File: config.mk
export PLATFORM = sky130hd
export DESIGN_NAME = ball_motion
export DESIGN_NICKNAME = d
export VERILOG_FILES = /design/src/rtl/ball_motion.sv
export SDC_FILE = /design/constraint.sdc
export NUM_CORES = 1
export LEC_CHECK = 0
export CAP_MARGIN = 20
export CORE_MARGIN = 3
export CORE_UTILIZATION = 59
export CTS_BUF_LIST = sky130_fd_sc_hd__clkbuf_16
export DETAILED_ROUTE_END_ITERATION = 10
export PLACE_DENSITY_LB_ADDON = 0.15
export REMOVE_ABC_BUFFERS = 1
export SETUP_SLACK_MARGIN = 0.5
export SYNTH_ARGS = -nofsm -noshare
export SYNTH_HDL_FRONTEND = slang
export SYNTH_SLANG_ARGS = --single-unit
File: constraint.sdc
create_clock -name clk -period 5.9 [get_ports clk]
set_clock_uncertainty 0.05 [all_clocks]
set_input_delay 0.885 -clock clk [delete_from_list [all_inputs] [get_ports clk]]
set_output_delay 0.885 -clock clk [all_outputs]
set_load 0.02 [all_outputs]
File: src/rtl/ball_motion.sv
// Ball kinematics for the pong playfield: prescaled tick, serve hold,
// sticky flip requests and radius-clamped stepping on a 64x64 field.
module ball_motion #(
  parameter int TICK_DIV    = 100000,
  parameter int SERVE_TICKS = 32,
  parameter int CENTER_X    = 32,
  parameter int CENTER_Y    = 32
) (
  input  logic       clk,
  input  logic       rst,
  input  logic       enable,
  input  logic [4:0] change_in_direction,
  input  logic [4:0] ball_radius,
  output logic [5:0] ball_x,
  output logic [5:0] ball_y,
  output logic       dir_x,
  output logic       dir_y,
  output logic       in_play,
  output logic       tick
);

  localparam int PW = (TICK_DIV > 2) ? $clog2(TICK_DIV) : 1;
  localparam int SW = $clog2(SERVE_TICKS + 1);

  localparam logic [PW-1:0] PMAX     = PW'(TICK_DIV - 1);
  localparam logic [SW-1:0] CNT_INIT = SW'(SERVE_TICKS);
  localparam logic [5:0]    CX       = 6'(CENTER_X);
  localparam logic [5:0]    CY       = 6'(CENTER_Y);

  typedef enum logic {
    SERVE = 1'b0,
    MOVE  = 1'b1
  } state_e;

  state_e        state_q;
  logic [PW-1:0] presc_q;
  logic [SW-1:0] cnt_q;
  logic [1:0]    pend_q;
  logic [5:0]    x_q, y_q;
  logic          dx_q, dy_q;
  logic          play_q, tick_q;

  logic       wrap;
  logic       serve_req;
  logic [1:0] pend_now;
  logic [2:0] step;
  logic       dx_d, dy_d;
  logic [5:0] x_d, y_d;

  // Eight signed bits: 63 + 4 must not wrap before the clamp sees it.
  function automatic logic [5:0] step_axis(
    input logic [5:0] pos,
    input logic       dir,
    input logic [2:0] stp,
    input logic [4:0] r
  );
    logic signed [7:0] v, lo, hi, d;
    d  = $signed({5'b00000, stp});
    v  = $signed({2'b00, pos}) + (dir ? d : -d);
    lo = $signed({3'b000, r});
    hi = 8'sd63 - lo;
    if (lo > hi || v < lo) return 6'(lo);
    else if (v > hi)       return 6'(hi);
    else                   return 6'(v);
  endfunction

  assign wrap      = enable && (presc_q == PMAX);
  assign serve_req = change_in_direction[2];
  assign pend_now  = pend_q | change_in_direction[1:0];
  assign step      = {1'b0, change_in_direction[4:3]} + 3'd1;
  assign dx_d      = dx_q ^ pend_now[0];
  assign dy_d      = dy_q ^ pend_now[1];
  assign x_d       = step_axis(x_q, dx_d, step, ball_radius);
  assign y_d       = step_axis(y_q, dy_d, step, ball_radius);

  always_ff @(posedge clk or negedge rst) begin
    if (!rst) begin
      state_q <= SERVE;
      presc_q <= '0;
      cnt_q   <= CNT_INIT;
      pend_q  <= '0;
      x_q     <= CX;
      y_q     <= CY;
      dx_q    <= 1'b1;
      dy_q    <= 1'b1;
      play_q  <= 1'b0;
      tick_q  <= 1'b0;
    end else begin
      if (enable) presc_q <= wrap ? '0 : presc_q + PW'(1);
      tick_q <= wrap && !serve_req;
      if (serve_req) begin
        state_q <= SERVE;
        cnt_q   <= CNT_INIT;
        pend_q  <= '0;
        x_q     <= CX;
        y_q     <= CY;
        dx_q    <= ~dx_q;
        play_q  <= 1'b0;
      end else if (wrap) begin
        pend_q <= '0;
        unique case (state_q)
          SERVE: begin
            if (cnt_q == SW'(1)) begin
              state_q <= MOVE;
              play_q  <= 1'b1;
            end else begin
              cnt_q <= cnt_q - SW'(1);
            end
          end
          MOVE: begin
            dx_q <= dx_d;
            dy_q <= dy_d;
            x_q  <= x_d;
            y_q  <= y_d;
          end
        endcase
      end else begin
        pend_q <= pend_now;
      end
    end
  end

  assign ball_x  = x_q;
  assign ball_y  = y_q;
  assign dir_x   = dx_q;
  assign dir_y   = dy_q;
  assign in_play = play_q;
  assign tick    = tick_q;

endmodule

==> summary.txt <==
Outcome
  – Status: finished clean

Power
  – Net Sw Frac: between 30% and 40%
  – Internal: approximately 700 uW
  – Combinational Power Share: 31.8%
  – Sequential Power Share: 33.4%
  – LEAKAGE: roughly 1.8 nW
  – Sw Pwr: 335 uW
  – Clock Power Share: a little over a third
  – Pwr/cell area: 264 nW/um^2
  – Max VDD drop: a little over 0.2 mV

STA
  – Worst-Margin Slew: 0.951 ns
  – Setup TNS: 0 ns
  – Tcrit/Tclk final: ~86%
  – Hold WS: 0.430 ns
  – Max-slew violations: 0
  – Rel. slew slack: 36.6%
  – Final setup violation count: 0
  – Hold Vio Cnt, Final: 0
  – Max Fclk: slightly below 200 MHz
  – RSZ-0062 raised after global routing: false
  – Min Tclk post-route: 5.07 ns

Yosys
  – Area leader, netlist: dfrtp_1
  – Mapped cell area: roughly 3400 um^2
  – Synth Instances: 398
  – Sequential cell area fraction in the yosys report: 31.0%
  – Post-synthesis async set-or-reset flop share: 100%
  – Synth Flop Type: dfrtp_1
  – Yosys reg bits: 42
  – Avg Cell Area, Syn: 8.57 um^2
  – Yosys warns: 0
  – Synth area leaders: dfrtp_1 27%, ha_1 11%, nor2_1 4.8%
  – Library cells used by synthesis: slightly above 60
  – EDFF count, synth: 0
  – Top-area cell type share of the netlist area: 27.1%

Layout
  – Fin nets: 464
  – Share of post-route cells with drive strength above 1: 7.16%
  – Layout area overhead: 14.7%
  – Final core occ: 70.6%
  – Diode count: 0
  – Fillcell total: 447
  – Post-route cell area: 3910 um^2
  – Most frequent cells in the layout: 44 x nor2_1, 37 x dfrtp_1, 33 x nand2_1, 31 x ha_1, 27 x clkdlybuf4s50_1
  – Most common cell after layout, fill and taps aside: nor2_1

Worst setup path
  – Crit end category: register
  – WS Path Type: primary input to register
  – Crit-path max FO: 8
  – Critical Path AT: 5.20 ns
  – Worst Path Required: around 6.0 ns
  – CP Launch Type: primary input

Clock network
  – TritonCTS clock tree: built
  – Clock Sinks: 42
  – Hold buffer count at CTS: 0
  – Clock Path Buffers: 2
  – Clk slew on worst S/H paths: 0.06 ns
  – H-tree levels: 2
  – Clk root buf: clkbuf_16
  – Insertion delay to the later sink of the worst-skew pair: 0.29 ns
  – TritonCTS buffer count: 5

Floorplanning
  – Die area: 6730 um^2
  – Initial Util: 61.6%
  – DIE HEIGHT: slightly above 80 um
  – Die width: 82.0 um
  – Placeable Area: 5540 um^2
  – Num ports: 29
  – Std cell rows: 27

GRT
  – Vias in the first global route: 2841
  – Largest net degree at the start of global routing: 43
  – Initial antenna violation count: 0
  – Total grt overflow: 0
  – Global-route usage over all layers: roughly a quarter
  – First-pass GRT wire length: 13.2 mm

Placed design
  – Placed cell areas: 3700 um^2
  – Detailed placement HPWL: between 6 and 7 mm
  – Port buffer count: 28
  – Routability cong.: 0.968

Detailed routing
  – Post-route antenna net violation count: 0
  – Iteration-0 DRC Markers: 153
  – Drt pass-1 iters: 4
  – Wire per inst: 16.2 um
  – Final WL: 7.95 mm
  – Via count: 2972
  – Via/cell ratio: 6.05
  – Drt drc: 0

Hold path
  – HP Class: register to register

Job
  – Maxcap violations: 0
sequential cells by signal, indices dropped and copies added (netlist names):
signal   cells
in_play      1
ball_x       6
dir_x        1
pend_q       2
cnt_q        6
presc_q     17
dir_y        1
ball_y       6
tick         1
state_q      1
critical path, cell delays in order:
cell,delay [ns]
clkdlybuf4s50_1,0.44
or3_4,0.42
and2_1,0.25
nor2_1,0.13
xor2_1,0.11
fa_1,0.43
a21o_1,0.21
maj3_1,0.34
o21ai_0,0.20
xor2_1,0.17
buf_4,0.15
ha_1,0.27
nor4b_1,0.32
nand2_1,0.09
nand3_1,0.11
o21ai_2,0.13
and3_1,0.26
o41ai_2,0.28
metrics by stage:
| step | setup WS, ns | power (mW) | std cells |
|---|---|---|---|
| final | 0.828 | 1.03 | 491 |
| after global routing | 0.528 | 1.09 | 491 |
| after CTS | 0.609 | 1.03 | 490 |
| after detailed placement | 0.321 | 0.665 | 482 |
| after global placement | 0.522 | 0.654 | 482 |
| after floorplan | 1.26 | 0.581 | 382 |
metal layers:
layer | vias up | GRT usage, % | share of wire [%]
met1 | 1417 | 32.4 | 44
met2 | 75 | 44.4 | 50
met4 | 0 | 7.31 | 1.9
met3 | 15 | 3.29 | 4.1
li1 | 1465 | - | -
met5 | - | 0 | 0
Yosys cell counts (all sizes together) (6+ instances only):
| master | n |
|---|---|
| and2 | 7 |
| o21a | 7 |
| xor2 | 15 |
| ha | 31 |
| a21oi | 24 |
| o211ai | 17 |
| nand2 | 34 |
| inv | 24 |
| nand3 | 19 |
| nand4 | 6 |
| nor3 | 7 |
| dfrtp | 37 |
| clkbuf | 11 |
| nor2 | 44 |
| o21ai | 16 |
| xnor2 | 16 |
path summary, 6_finish.rpt:
check                                        from          to  slack (ns)  cells after the start
max reg2reg                             pend_q[0]   ball_x[1]        1.51                     17
min in group asynchronous                     rst   ball_y[2]        0.70                      1
max in group asynchronous                     rst   pend_q[0]        4.51                      1
max                        change_in_direction[0]   ball_x[1]        0.83                     18
min reg2reg                            presc_q[4]  presc_q[4]        0.43                      1
min                                    presc_q[4]  presc_q[4]        0.43                      1
layout make-up:
cell class	instances	area (um^2)	area share [%]
Timing Repair Buffer	29	283	7.23
Multi-Input combinational cell	316	2200	56.2
Inverter	24	90.1	2.30
Tap cell	72	90.1	2.30
Clock buffer	5	125	3.20
Sequential cell	42	1060	27.0
Clock inverter	3	68.8	1.76
power groups by stage:
| stage | Clock (mW) | Combinational, mW | Sequential [mW] |
|---|---|---|---|
| floorplan | 0 | 0.232 | 0.348 |
| global placement | 0 | 0.305 | 0.348 |
| detailed placement | 0 | 0.316 | 0.349 |
| CTS | 0.366 | 0.318 | 0.344 |
| global route | 0.376 | 0.369 | 0.350 |
| finish | 0.359 | 0.328 | 0.345 |
timing repair:
action,CTS,global route
setup endpoints to repair,0,5
resized for setup,0,2
buffers inserted,0,1
cell families after synthesis:
family	after synthesis	share of synthesized area (%)
simple gates	139	19.8
xor+xnor	31	7.96
fa+ha+maj	34	12.8
compound gates	107	22.1
flops	42	31.0
buf+inv	40	4.73
mux	5	1.54
(Power assumes the default switching activity.)
